<file path="src/rtl/mem_port_arbiter_pkg.sv">
// Shared types and RV32 width codes for the two-port word-memory arbiter.
// Also holds the helpers that decode an access size and check its alignment.
package mem_port_arbiter_pkg;

    typedef enum logic [1:0] {
        IDLE   = 2'd0,
        ACCESS = 2'd1,
        MERGE  = 2'd2,
        RESP   = 2'd3
    } state_t;

    typedef enum logic [1:0] {
        SZ_B = 2'd0,
        SZ_H = 2'd1,
        SZ_W = 2'd2
    } size_t;

    localparam logic [2:0] F3_B  = 3'b000;
    localparam logic [2:0] F3_H  = 3'b001;
    localparam logic [2:0] F3_W  = 3'b010;
    localparam logic [2:0] F3_BU = 3'b100;
    localparam logic [2:0] F3_HU = 3'b101;

    // Unsigned codes only exist for loads; every reserved code decodes as a word.
    function automatic size_t access_size(input logic write, input logic [2:0] func3);
        size_t size;
        size = SZ_W;
        if (func3 == F3_B || (!write && func3 == F3_BU)) begin
            size = SZ_B;
        end else if (func3 == F3_H || (!write && func3 == F3_HU)) begin
            size = SZ_H;
        end
        return size;
    endfunction

    function automatic logic is_misaligned(input size_t size, input logic [1:0] addr_lo);
        logic bad;
        case (size)
            SZ_H:    bad = addr_lo[0];
            SZ_W:    bad = (addr_lo != 2'b00);
            default: bad = 1'b0;
        endcase
        return bad;
    endfunction

endpackage

</file>
<file path="src/rtl/mem_lane_align.sv">
// Byte/halfword lane handling: extracts and extends load data from a word,
// and builds the read-modify-write word for sub-word stores.
module mem_lane_align
    import mem_port_arbiter_pkg::*;
(
    input  size_t       size,
    input  logic        is_unsigned,
    input  logic [1:0]  lane,
    input  logic [31:0] word,
    input  logic [15:0] wdata,
    output logic [31:0] load_data,
    output logic [31:0] merge_data
);

    logic [7:0]  byte_lane;
    logic [15:0] half_lane;

    assign byte_lane = word[{lane, 3'b000} +: 8];
    assign half_lane = word[{lane[1], 4'b0000} +: 16];

    always_comb begin
        // NOTE: defaults first, so no path through the case can infer a latch.
        load_data  = word;
        merge_data = word;
        case (size)
            SZ_B: begin
                load_data = is_unsigned ? {24'd0, byte_lane} : {{24{byte_lane[7]}}, byte_lane};
                merge_data[{lane, 3'b000} +: 8] = wdata[7:0];
            end
            SZ_H: begin
                load_data = is_unsigned ? {16'd0, half_lane} : {{16{half_lane[15]}}, half_lane};
                merge_data[{lane[1], 4'b0000} +: 16] = wdata;
            end
            default: ;
        endcase
    end

endmodule

</file>
<file path="src/rtl/mem_port_arbiter.sv">
// Two-port RV32 load/store front end onto a single word-wide memory:
// port-0-priority arbitration with starvation relief, one request in flight.
module mem_port_arbiter
    import mem_port_arbiter_pkg::*;
#(
    parameter int STARVE_LIMIT = 4
) (
    input  logic        clock,
    input  logic        reset,

    input  logic        p0_req_valid,
    output logic        p0_req_ready,
    input  logic        p0_req_write,
    input  logic [2:0]  p0_req_func3,
    input  logic [31:0] p0_req_addr,
    input  logic [31:0] p0_req_wdata,
    output logic        p0_resp_valid,
    output logic [31:0] p0_resp_rdata,
    output logic        p0_resp_error,

    input  logic        p1_req_valid,
    output logic        p1_req_ready,
    input  logic        p1_req_write,
    input  logic [2:0]  p1_req_func3,
    input  logic [31:0] p1_req_addr,
    input  logic [31:0] p1_req_wdata,
    output logic        p1_resp_valid,
    output logic [31:0] p1_resp_rdata,
    output logic        p1_resp_error,

    output logic        mem_read_enable,
    output logic        mem_write_enable,
    output logic [2:0]  mem_func3,
    output logic [31:0] mem_addr,
    output logic [31:0] mem_wdata,
    input  logic [31:0] mem_rdata
);

    localparam int CNT_W = $clog2(STARVE_LIMIT + 1);
    localparam logic [CNT_W-1:0] CNT_MAX = CNT_W'(STARVE_LIMIT);

    state_t           state, state_next;
    logic [CNT_W-1:0] starve_cnt;

    logic        cur_port;
    logic        cur_write;
    logic        cur_error;
    logic [2:0]  cur_func3;
    logic [31:0] cur_addr;
    logic [31:0] cur_wdata;
    logic [31:0] cur_word;
    size_t       cur_size;

    logic        grant0, grant1, accept, capture;
    logic        sel_write;
    logic [2:0]  sel_func3;
    logic [31:0] sel_addr, sel_wdata;
    logic [31:0] load_data, merge_data, resp_data;

    // Port 1 wins only when port 0 is idle or has used up its starvation budget.
    assign grant1 = p1_req_valid && (!p0_req_valid || starve_cnt == CNT_MAX);
    assign grant0 = p0_req_valid && !grant1;

    assign p0_req_ready = (state == IDLE) && grant0 && !reset;
    assign p1_req_ready = (state == IDLE) && grant1 && !reset;
    assign accept       = p0_req_ready || p1_req_ready;

    assign sel_write = grant1 ? p1_req_write : p0_req_write;
    assign sel_func3 = grant1 ? p1_req_func3 : p0_req_func3;
    assign sel_addr  = grant1 ? p1_req_addr  : p0_req_addr;
    assign sel_wdata = grant1 ? p1_req_wdata : p0_req_wdata;

    assign cur_size = access_size(cur_write, cur_func3);

    mem_lane_align u_lane_align (
        .size        (cur_size),
        .is_unsigned (cur_func3 == F3_BU || cur_func3 == F3_HU),
        .lane        (cur_addr[1:0]),
        .word        (cur_word),
        .wdata       (cur_wdata[15:0]),
        .load_data   (load_data),
        .merge_data  (merge_data)
    );

    always_ff @(posedge clock) begin
        // NOTE: non-blocking assignments so every register samples pre-edge values.
        if (reset) begin
            state      <= IDLE;
            starve_cnt <= '0;
            cur_port   <= 1'b0;
            cur_write  <= 1'b0;
            cur_error  <= 1'b0;
            cur_func3  <= '0;
            cur_addr   <= '0;
            cur_wdata  <= '0;
            cur_word   <= '0;
        end else begin
            state <= state_next;
            if (accept) begin
                cur_port  <= grant1;
                cur_write <= sel_write;
                cur_func3 <= sel_func3;
                cur_addr  <= sel_addr;
                cur_wdata <= sel_wdata;
                cur_error <= is_misaligned(access_size(sel_write, sel_func3), sel_addr[1:0]);
            end
            if (capture) begin
                cur_word <= mem_rdata;
            end
            if (!p1_req_valid || p1_req_ready) begin
                starve_cnt <= '0;
            end else if (p0_req_ready && starve_cnt != CNT_MAX) begin
                starve_cnt <= starve_cnt + 1'b1;
            end
        end
    end

    always_comb begin
        state_next       = state;
        capture          = 1'b0;
        mem_read_enable  = 1'b0;
        mem_write_enable = 1'b0;
        mem_wdata        = '0;
        p0_resp_valid    = 1'b0;
        p1_resp_valid    = 1'b0;
        case (state)
            IDLE: begin
                if (grant0 || grant1) state_next = ACCESS;
            end
            ACCESS: begin
                if (cur_error) begin
                    state_next = RESP;
                end else if (cur_write && cur_size == SZ_W) begin
                    mem_write_enable = 1'b1;
                    mem_wdata        = cur_wdata;
                    state_next       = RESP;
                end else begin
                    // Loads and sub-word stores both need the current word.
                    mem_read_enable = 1'b1;
                    capture         = 1'b1;
                    state_next      = cur_write ? MERGE : RESP;
                end
            end
            MERGE: begin
                mem_write_enable = 1'b1;
                mem_wdata        = merge_data;
                state_next       = RESP;
            end
            RESP: begin
                p0_resp_valid = !cur_port;
                p1_resp_valid = cur_port;
                state_next    = IDLE;
            end
            default: state_next = IDLE;
        endcase
        // Reset silences every strobe at once, so an aborted merge never writes.
        if (reset) begin
            mem_read_enable  = 1'b0;
            mem_write_enable = 1'b0;
            mem_wdata        = '0;
            p0_resp_valid    = 1'b0;
            p1_resp_valid    = 1'b0;
        end
    end

    assign resp_data     = (cur_write || cur_error) ? 32'd0 : load_data;
    assign p0_resp_rdata = p0_resp_valid ? resp_data : 32'd0;
    assign p1_resp_rdata = p1_resp_valid ? resp_data : 32'd0;
    assign p0_resp_error = p0_resp_valid && cur_error;
    assign p1_resp_error = p1_resp_valid && cur_error;

    assign mem_func3 = F3_W;
    assign mem_addr  = reset ? 32'd0 : {cur_addr[31:2], 2'b00};

endmodule

</file>
<file path="config.mk">
export PLATFORM = sky130hd
export DESIGN_NAME = mem_port_arbiter
export DESIGN_NICKNAME = d
export VERILOG_FILES = /design/src/rtl/mem_port_arbiter_pkg.sv /design/src/rtl/mem_lane_align.sv /design/src/rtl/mem_port_arbiter.sv
export SDC_FILE = /design/constraint.sdc
export NUM_CORES = 1
export LEC_CHECK = 0
export CORE_MARGIN = 2
export CORE_UTILIZATION = 42
export DETAILED_ROUTE_END_ITERATION = 8
export HOLD_SLACK_MARGIN = 0.02
export PLACE_DENSITY = 0.83
export SYNTH_ARGS = -nofsm -noshare
export SYNTH_HDL_FRONTEND = slang
export SYNTH_SLANG_ARGS = --single-unit
</file>
<file path="constraint.sdc">
create_clock -name clock -period 2.68 [get_ports clock]
set_input_delay 0.268 -clock clock [delete_from_list [all_inputs] [get_ports clock]]
set_output_delay 0.268 -clock clock [all_outputs]
set_load 0.01 [all_outputs]
</file>
==> flow_summary.json <==
{
  "switching_power_mw": 3.32,
  "syn_inst": 996,
  "holdCritPathClass": "in -> reg",
  "fin_hold_ws_ns": 0.183,
  "synth_top_cell_by_area": "dfxtp_1",
  "power.density_nw_per_um2": 669,
  "antenna_found_initial": 0,
  "gp_congestion": 0.926,
  "chipHeight_um": 136,
  "synth_top_area_share_pct": 29.2,
  "crit_slowest_cell": "dfxtp_2",
  "wirelength_um": 29300,
  "core-area_um2": 17200,
  "syn_area_um2": 7320,
  "cts_hold_buf": 0,
  "synth_edf_count": 0,
  "drt-initial-drc-count": 748,
  "crit_fanout": 11,
  "pwr-share-clk_pct": 17.5,
  "ys_async_sr_fraction_pct": 0,
  "synth-main-ff-cell": "dfxtp_1",
  "drv_slew": 0,
  "cts_made_buffers": 9,
  "via_per_inst": 5.85,
  "drc": 0,
  "power.share.sequential_pct": 33.6,
  "ys_seq_area_share_pct": 29.2,
  "num_antenna_cells": 0,
  "h-tree-depth": 3,
  "area_delta_synth_final_pct": 57.2,
  "floorplan.initialDensity_pct": 42.6,
  "drv_cap": 0,
  "drive_gt1_share_pct": 13.5,
  "ys_ff_latch": 107,
  "cp.arrival_ns": 2.41,
  "antenna_left": 0,
  "die_area_um2": 18500,
  "period_needed_ns": 2.68,
  "ir_worst_vdd_uv": 372,
  "tightest_slew_ns": 0.656,
  "critical-path-top-delay-family": "buffers and inverters",
  "clockBufferDepth": 2,
  "synth_warnings": 0,
  "setup_viol": 1,
  "io_pins": 311,
  "grt-ovfl-total": 0,
  "grt_pass1_vias": 8158,
  "ys_types": 49,
  "synthTopCellsByArea": "dfxtp_1, nand2_1, a311oi_1",
  "outcome": "complete, but fails checks",
  "fmax_ghz": 0.373,
  "leakage_nw": 5.14,
  "critPathBufInv": 4,
  "final.fill_count": 1441,
  "fin_ws_ns": -0.00195,
  "cts-root-buf": "clkbuf_16",
  "crit_path_start_kind": "register",
  "p_comb_share_pct": 48.9,
  "wire_per_inst_um": 19.5,
  "period_share_pct": 100,
  "place_hpwl_um": 21300,
  "hold_viol": 0,
  "end_kind": "output port",
  "required_ns": 2.41,
  "nets": 1459,
  "grt_usage_pct": 30.5,
  "p_sw_share_pct": 43.0,
  "violations": "setup timing",
  "rsz0062_at_grt": "true",
  "clock_latency_ns": 0.36,
  "firstDrtPassIters": 5,
  "skew_ns": 0.00755,
  "vias": 8800,
  "cts.sink_count": 107,
  "crit_type": "reg -> out",
  "intPower_mw": 4.39,
  "die_w_um": 136,
  "cts.clk_slew.worst_paths_ns": 0.07,
  "portBuffers": 305,
  "grt_pass1_wl_um": 44100,
  "num_rows": 48,
  "cts_tree": "yes",
  "grt_max_degree": 61,
  "cp_common_cell": "buf_4",
  "cp_cell_sequence": "buf_8 > ha_1 > nor4bb_4 > buf_4 > buf_4 > a221oi_2 > a211oi_2 > a221o_1 > clkdlybuf4s15_2",
  "synth.avg_cell_area_um2": 7.35,
  "finalSetupTns_ns": -0.00195,
  "relSlewSlack_pct": 56.2,
  "crit_path_max_incr_delay_ns": 0.34
}
[flip-flops by register name (all words and copies together) (netlist names)]
name and flops:
cur_word 32, cur_error 1, cur_func3 3, starve_cnt 3, state 2, cur_port 1
cur_write 1, cur_wdata 32, cur_addr 32
[cells in the mapped netlist (2+ instances only)]
cell      number
nand2_1      223
and2_1         9
inv_1         10
nor2b_1       40
buf_1          8
a221o_1       24
a211o_1        9
a21oi_1       55
nand3_1        9
nor4bb_1       2
mux2_2         9
conb_1         2
buf_4         10
o21a_1         4
clkbuf_1      43
nor2_1       110
a311oi_1      74
mux2i_1       37
a221oi_1      26
nor3_1        35
buf_6          3
o21bai_1       2
a21o_1        10
ha_1          12
buf_2         41
dfxtp_1      107
a22oi_1        8
o22ai_1       16
a211oi_1      27
nand2b_1      11
nor3b_1        2
[per-stage QoR]
step / setup slack, ns / instance area (um^2) / utilization, % / power, mW / cells
6_report: -0.00195 / 11500 / 67.0 / 7.71 / 1504
5_1_grt: -0.0870 / 11500 / 67.0 / 8.13 / 1504
4_1_cts: -0.123 / 11100 / 64.6 / 7.42 / 1494
3_5_place_dp: 0.0312 / 10600 / 61.4 / 5.87 / 1471
3_3_place_gp: 0.0793 / 10600 / 61.4 / 5.80 / 1471
2_1_floorplan: 0.105 / 7330 / - / 4.56 / 999
[cell families after synthesis]
| family | Yosys count | synth area share [%] |
|---|---|---|
| AO/OA/AOI/OAI | 261 | 27.3 |
| multiplexers | 47 | 6.75 |
| buffers and inverters | 115 | 7.41 |
| adder cells (fa/ha/maj) | 12 | 2.05 |
| other | 2 | 0.103 |
| AND/OR/NAND/NOR | 452 | 27.1 |
| flip-flops | 107 | 29.2 |
[per-layer routing]
metal	GRT usage (%)	wire [um]
met1	37.1	11700
met2	52.3	14000
met5	0	0
met4	13.2	1100
met3	5.82	2490
[layout make-up]
cell class	instances	area, um^2	area share, %
well taps	225	282	2.44
flip-flops and latches	107	2150	18.7
clock inverters	4	51.3	0.446
inverters	10	43.8	0.380
multi-input cells	777	5070	44.0
repair buffers	370	3690	32.0
clock buffers	11	233	2.02
[power groups by stage]
stage / Sequential (mW) / Combinational [mW] / Clock (mW)
final: 2.59 / 3.77 / 1.35
after detailed placement: 2.56 / 3.31 / 0
after floorplan: 2.25 / 2.31 / 0
after CTS: 2.54 / 3.51 / 1.38
after global routing: 2.63 / 4.08 / 1.43
after global placement: 2.55 / 3.25 / 0
[timing repair]
item / CTS / global route
gates resized for setup: 86 / 124
buffers inserted: 7 / 10
cloned: 1 / 0
setup endpoints to repair: 88 / 82
pin swaps: 8 / 8
[placed cells by master, fill, tap and decap left out, types with 14 or more instances in the layout]
| master | synthesis | final |
|---|---|---|
| a211oi_2 | 0 | 14 |
| a21oi_1 | 55 | 53 |
| a221o_1 | 24 | 24 |
| a221oi_1 | 26 | 16 |
| a311oi_1 | 74 | 66 |
| buf_4 | 10 | 55 |
| clkdlybuf4s50_1 | 0 | 216 |
| dfxtp_1 | 107 | 103 |
| dlygate4sd2_1 | 0 | 16 |
| dlymetal6s2s_1 | 0 | 56 |
| mux2i_1 | 37 | 37 |
| nand2_1 | 223 | 220 |
| nor2_1 | 110 | 110 |
| nor2b_1 | 40 | 38 |
| nor3_1 | 35 | 34 |
| o22ai_1 | 16 | 15 |
[worst reg2reg max path: cells and delay by family, from the launching register on]
family	cells	cell delay (ns)
flops	1	0.34
buf+inv	2	0.45
compound gates	1	0.29
simple gates	3	0.58
fa+ha+maj	1	0.16
[path summary, 6_finish.rpt]
kind	cells after the start	startpoint	slack, ns	end
min reg2reg	2	starve_cnt[0]$_SDFFE_PP0P_	0.49	starve_cnt[0]$_SDFFE_PP0P_
max	9	cur_addr[0]$_SDFFE_PP0P_	-0.002	mem_wdata[26]
min	2	reset	0.18	cur_port$_SDFFE_PP0P_
max reg2reg	7	state[0]$_SDFFE_PP0P_	0.76	cur_wdata[4]$_SDFFE_PP0P_
Power figures use the tool's default switching activity.
